**src/rtl/uart_rx_fifo_if.sv**
```systemverilog
// Handshake bundle for uart_rx_fifo: receiver-side inputs, FWFT output side and status.
// master = the FIFO itself, slave = the surrounding receiver/consumer logic.
interface uart_rx_fifo_if #(
    parameter int unsigned DATA_BIT_COUNT = 8,
    parameter int unsigned DEPTH          = 16
) ();
    logic                      rx_ready;
    logic [DATA_BIT_COUNT-1:0] rx_data;
    logic                      out_valid;
    logic [DATA_BIT_COUNT-1:0] out_data;
    logic                      out_ack;
    logic [$clog2(DEPTH):0]    count;
    logic                      full;
    logic                      overflow;
    logic                      overflow_clr;

    modport master (
        input  rx_ready,
        input  rx_data,
        input  out_ack,
        input  overflow_clr,
        output out_valid,
        output out_data,
        output count,
        output full,
        output overflow
    );

    modport slave (
        output rx_ready,
        output rx_data,
        output out_ack,
        output overflow_clr,
        input  out_valid,
        input  out_data,
        input  count,
        input  full,
        input  overflow
    );
endinterface

```
**src/rtl/uart_rx_fifo.sv**
```systemverilog
// Edge-triggered push, first-word-fall-through circular byte FIFO behind the UART receiver.
// Define UART_FIFO_DROP_OLDEST_EN to overwrite the oldest byte on overflow instead of dropping.
module uart_rx_fifo #(
    parameter int unsigned DATA_BIT_COUNT = 8,
    parameter int unsigned DEPTH          = 16
) (
    input logic            clk,
    input logic            rst,
    uart_rx_fifo_if.master bus
);
    localparam int unsigned PTR_W = $clog2(DEPTH);
    localparam int unsigned CNT_W = PTR_W + 1;
    localparam logic [CNT_W-1:0] FULL_CNT = CNT_W'(DEPTH);

    logic [DATA_BIT_COUNT-1:0] mem [DEPTH];

    logic [PTR_W-1:0] rd_ptr_q, rd_ptr_d;
    logic [PTR_W-1:0] wr_ptr_q, wr_ptr_d;
    logic [CNT_W-1:0] count_q, count_d;
    logic             overflow_q, overflow_d;
    logic             rx_ready_q;

    logic push, pop, is_empty, is_full, wr_en, ovf_evt;

    assign push     = bus.rx_ready & ~rx_ready_q;
    assign is_empty = (count_q == '0);
    assign is_full  = (count_q == FULL_CNT);
    assign pop      = ~is_empty & bus.out_ack;

    always_comb begin
        wr_en    = 1'b0;
        ovf_evt  = 1'b0;
        rd_ptr_d = rd_ptr_q;
        wr_ptr_d = wr_ptr_q;
        count_d  = count_q;

        if (pop) begin
            rd_ptr_d = rd_ptr_q + PTR_W'(1);
        end

        if (push) begin
            // A simultaneous pop frees a slot, so a full FIFO still accepts the byte.
            if (!is_full || pop) begin
                wr_en    = 1'b1;
                wr_ptr_d = wr_ptr_q + PTR_W'(1);
            end else begin
                ovf_evt = 1'b1;
`ifdef UART_FIFO_DROP_OLDEST_EN
                wr_en    = 1'b1;
                wr_ptr_d = wr_ptr_q + PTR_W'(1);
                rd_ptr_d = rd_ptr_q + PTR_W'(1);
`endif
            end
        end

        if (wr_en && !pop && !ovf_evt) begin
            count_d = count_q + CNT_W'(1);
        end else if (pop && !push) begin
            count_d = count_q - CNT_W'(1);
        end

        if (ovf_evt) begin
            overflow_d = 1'b1;
        end else if (bus.overflow_clr) begin
            overflow_d = 1'b0;
        end else begin
            overflow_d = overflow_q;
        end
    end

    always_ff @(posedge clk) begin
        if (rst) begin
            rd_ptr_q   <= '0;
            wr_ptr_q   <= '0;
            count_q    <= '0;
            overflow_q <= 1'b0;
            // Start high so a level already asserted out of reset is not taken as a byte.
            rx_ready_q <= 1'b1;
        end else begin
            rd_ptr_q   <= rd_ptr_d;
            wr_ptr_q   <= wr_ptr_d;
            count_q    <= count_d;
            overflow_q <= overflow_d;
            rx_ready_q <= bus.rx_ready;
        end
    end

    always_ff @(posedge clk) begin
        if (!rst && wr_en) begin
            mem[wr_ptr_q] <= bus.rx_data;
        end
    end

    assign bus.out_valid = ~is_empty;
    assign bus.out_data  = mem[rd_ptr_q];
    assign bus.count     = count_q;
    assign bus.full      = is_full;
    assign bus.overflow  = overflow_q;
endmodule

```
**src/flat_wrapper.sv**
```systemverilog
// flat-port wrapper written by rule: the top's interface ports become plain ports
module uart_rx_fifo_flat 
#(
    parameter int unsigned DATA_BIT_COUNT = 8,
    parameter int unsigned DEPTH          = 16
)
  (clk, rst, bus_rx_ready, bus_rx_data, bus_out_ack, bus_overflow_clr, bus_out_valid, bus_out_data, bus_count, bus_full, bus_overflow);
  uart_rx_fifo_if #(.DATA_BIT_COUNT(DATA_BIT_COUNT), .DEPTH(DEPTH)) bus_i ();
  input logic clk;
  input logic rst;
  input wire logic [$bits(bus_i.rx_ready)-1:0] bus_rx_ready;
  input wire logic [$bits(bus_i.rx_data)-1:0] bus_rx_data;
  input wire logic [$bits(bus_i.out_ack)-1:0] bus_out_ack;
  input wire logic [$bits(bus_i.overflow_clr)-1:0] bus_overflow_clr;
  output wire logic [$bits(bus_i.out_valid)-1:0] bus_out_valid;
  output wire logic [$bits(bus_i.out_data)-1:0] bus_out_data;
  output wire logic [$bits(bus_i.count)-1:0] bus_count;
  output wire logic [$bits(bus_i.full)-1:0] bus_full;
  output wire logic [$bits(bus_i.overflow)-1:0] bus_overflow;
  assign bus_i.rx_ready = bus_rx_ready;
  assign bus_i.rx_data = bus_rx_data;
  assign bus_i.out_ack = bus_out_ack;
  assign bus_i.overflow_clr = bus_overflow_clr;
  assign bus_out_valid = bus_i.out_valid;
  assign bus_out_data = bus_i.out_data;
  assign bus_count = bus_i.count;
  assign bus_full = bus_i.full;
  assign bus_overflow = bus_i.overflow;
  uart_rx_fifo #(.DATA_BIT_COUNT(DATA_BIT_COUNT), .DEPTH(DEPTH)) u_core (.clk(clk), .rst(rst), .bus(bus_i));
endmodule
```
**config.mk**
```make
export PLATFORM = sky130hd
export DESIGN_NAME = uart_rx_fifo_flat
export DESIGN_NICKNAME = d
export VERILOG_FILES = /design/src/rtl/uart_rx_fifo_if.sv /design/src/rtl/uart_rx_fifo.sv /design/src/flat_wrapper.sv
export SDC_FILE = /design/constraint.sdc
export NUM_CORES = 1
export LEC_CHECK = 0
export ABC_AREA = 1
export CAP_MARGIN = 15
export CORE_MARGIN = 1
export CORE_UTILIZATION = 55
export CTS_CLUSTER_SIZE = 12
export DETAILED_ROUTE_END_ITERATION = 10
export PLACE_DENSITY = 0.74
export SETUP_SLACK_MARGIN = 0.15
export SYNTH_ARGS = -nofsm -noshare
export SYNTH_HDL_FRONTEND = slang
export SYNTH_SLANG_ARGS = --single-unit
```
**constraint.sdc**
```tcl
create_clock -name clk -period 2.25 [get_ports clk]
set_clock_uncertainty 0.15 [all_clocks]
set_input_delay 0.225 -clock clk [delete_from_list [all_inputs] [get_ports clk]]
set_output_delay 0.225 -clock clk [all_outputs]
set_load 0.01 [all_outputs]
```
==> run summary <==
The flow ran to the end, and the final reports show no timing, DRC or antenna violations. For this configuration, the core starts out at a cell density of 57.3%. The worst register-to-register path has a setup slack of 0.12 ns. The clock net in this run drives a total of 147 sinks.

Walking the worst path, the cells encountered are buf_12, buf_12, buf_16, o211ai_1, nand3_1, nand3_1, nand2_2, buf_6. Of the available clock period, the critical path in the final layout requires 96.8%. The power consumption came out at 8.17 mW. The number of antenna diodes in the final layout is 0. The largest family of logic cells by synthesized area is simple AND/OR/NAND/NOR gates.

For this run, the top clock speed supported by timing is 459 MHz. The run gives 17 as the number of clock buffers inserted by TritonCTS. TritonCTS built the clock tree.

The layout overhead on the synthesized area is 26.0%. Global routing used 26.7% of the available tracks. Cells with a size suffix above 1 make up 23.9% of the layout. The data required time at the worst endpoint is 1.88 ns. The area of combinational cells with multiple inputs came out at 0.00177 mm2. The instance count of the mapped netlist was 548; the post-synthesis cell type count was 25. Averaged over all synthesized cells, the footprint is 11.5 um2. The run gives 72.2% as the final standard cell utilization of the core. Summed over all layers, the routed wires come to 15000 um. The total count of hold-check failures in the final report was 0; the area used by sequential logic in the layout was 0.00424 mm2.

In this design, the largest share of critical-path delay is due to buffers and inverters. The tools report the number of detailed-routing iterations run before antenna repair as 6. On the worst path, the slowest cell contributes a delay of 0.36 ns. After detailed routing, the number of vias per cell comes to 5.66.

The tools report the number of maximum-capacitance violations as 0. The tightest hold path in the finished design has a slack of 0.281 ns. The sum of negative setup slack was 0 ns; the clock slew at the register clock pins of the worst setup and hold paths was 0.06 ns.

The measured slew at the worst slew-check pin came out at 0.758 ns. After the last flow step, the layout net total stands at 646. The clock reaches the later pin of the worst-skew pair after 0.41 ns. The floorplan has 38 rows. STA classifies the critical path endpoint as a primary output. Entering global routing, the biggest net connects 33 pins. For this design the top-level I/O count stands at 29. Setup violations remaining at the end of the flow were counted as 0. The number of filler cells placed in the layout was 706.

The number of synthesis warnings came out at 0. Hold path startpoint: bus_rx_ready. The slowest cell on the critical path is dfxtp_4. The adder and majority gate portion of the synthesized area came out at 1.91%. The synthesized netlist devotes 10.4% of its cell area to compound gates. The post-synthesis share of cell area spent on xor and xnor gates was 0.278%; the total congestion overflow was 0. The data arrival time of the critical path was 1.80 ns. Detailed placement finished with a half-perimeter wire length of 8220 um. The worst setup path is of the reg2out kind. At the placement stage, the worst setup path has a slack of -0.0929 ns.

In this run the tool buffered the top-level ports with 28 buffer cells. The maximum fanout encountered on the critical timing path is 6, and the count of buffering cells on the critical path with inverters included is 4. The worst IR drop on VDD was 0.644 mV. In this run the critical register-to-register path is launched from u_core.bus.count[1]$_SDFFE_PP0P_. Setup slack closes at 0.0725 ns. In this run, post-CTS hold repair placed 0 buffers.

The die outline area is 0.0119 mm2, and the worst slew margin relative to its limit is 49.3%. The detailed router finished its first iteration with 411 violations. Once detail routing completed, the nets flagged for antenna violations numbered 0.

The initial antenna violation count was 0; the simple-gate share of the synthesized area was 13.2%. Count of final max-slew check failures: 0. The sequential share of the synthesized area is 67.1%, and the overall die height is 109 um. In this run the cell area of the synthesized design comes to 0.00630 mm2. In the final routed layout, each cell accounts on average for 19.3 um. The tools report the total via count after detailed routing as 4396.

In this run, synthesis produced a sequential element count of 147. Setup repair after global routing could not meet its margin everywhere. When the netlist entered floorplanning its net count stood at 570. The die is 109 um wide. The tools report the standby leakage power as 3.01 nW.

The tools report the H-tree level count as 4. Path category of the worst min-delay check: in2reg. Clock tree root driver cell: clkbuf_16. The buffer levels on the longest clock path came out at 2. The global-route wire length before repair was 22500 um.

The portion of synthesized area spent on multiplexers is 0%. The area of the core was 0.0110 mm2; the power density over the cells was 1030 mW/mm2. Subtracting the final worst setup slack from the clock period gives 2.18 ns. The via count of the first global-routing pass is 4299, and the routability congestion estimate is 0.802. The tools report the detailed-route DRC error count as 0. Startpoint class of the critical path: a flip-flop.
[repair_timing]
item	in CTS	in global routing
setup endpoints to repair	9	11
setup buffers	13	4
gates cloned	6	0
pin swaps	31	29
gates resized for setup	75	31
[cell families after synthesis]
kind of cell             Yosys count
AND/OR/NAND/NOR                  169
flip-flops                       147
AO/OA/AOI/OAI                    113
adder cells (fa/ha/maj)            9
buffers and inverters            108
XOR/XNOR                           2
[final timing paths]
check,end,depth (start not counted)
max,bus_out_data[5],8
min,u_core.rx_ready_q$_SDFF_PP1_,3
max reg2reg,u_core.bus.count[4]$_SDFFE_PP0P_,13
min reg2reg,u_core.bus.overflow$_SDFFE_PP0P_,2
[synthesized netlist by cell type (all sizes together)]
master    n  area share, %
buf      21            2.0
dfxtp    19            6.0
o21bai    1           0.12
edfxtp  128             61
clkbuf    5           0.30
ha        8            1.6
inv      82            4.9
nand2    69            4.7
nor2     37            2.9
nand3    61            5.2
o21ai    38            3.0
o211ai   32            3.8
xor2      2           0.28
nand3b    1           0.18
nand4     1          0.099
a21oi    42            3.5
fa        1           0.32
[flip-flops by register name, indices dropped and copies added, names as in the netlist, named ones only]
register             flops
u_core.bus.count         5
u_core.wr_ptr_q          4
u_core.mem             128
u_core.rd_ptr_q          4
u_core.bus.overflow      1
u_core.rx_ready_q        1
[cells in the final DEF, fill, tap and decap left out, types with 6 or more instances in the layout]
| cell | count |
|---|---|
| edfxtp_1 | 128 |
| inv_1 | 80 |
| nand2_1 | 57 |
| nand3_1 | 50 |
| buf_4 | 38 |
| o211ai_1 | 32 |
| nor2_1 | 29 |
| a21oi_1 | 26 |
| o21ai_1 | 23 |
| clkdlybuf4s50_1 | 19 |
| clkbuf_16 | 18 |
| o21ai_0 | 14 |
| a21oi_2 | 14 |
| dfxtp_1 | 12 |
| nand3_2 | 9 |
| nand2_2 | 9 |
| nor2_4 | 7 |
| ha_1 | 7 |
| buf_12 | 7 |
| buf_16 | 6 |
| buf_2 | 6 |
[final cells by class]
type                       count  share of cell area (%)
inverter                      82                    3.93
clock buffer                  23                    6.17
timing repair buffer          83                    11.3
multi-input combinational    293                    22.3
tap                          140                    2.21
sequential                   147                    53.4
clock inverter                 9                   0.662
[tightest hold or removal path: stages]
cell	delay, ns
clkdlybuf4s50_1	0.45
inv_1	0.07
nand2_1	0.06
[metal layers]
layer	global-route usage [%]	share of wire, %	vias to the layer above	wire length (um)
met1	33.7	40	2155	6020
met4	9.27	1.9	0	281
met3	5.02	5.6	21	840
met5	0	0	-	0
li1	-	-	2057	-
met2	46.0	53	163	7890
[through the flow]
stage | cell area, um2 | cells
2_1_floorplan | 6300 | 548
6_report | 7930 | 777
3_3_place_gp | 6910 | 722
3_5_place_dp | 6910 | 722
5_1_grt | 7930 | 777
4_1_cts | 7830 | 773
[power by group]
group	leakage (nW)	internal [mW]	switching, mW
sequential	1.31	3.05	0.109
combinational	1.42	1.14	1.31
clock	0.277	1.53	1.04
(Power assumes the default switching activity.)
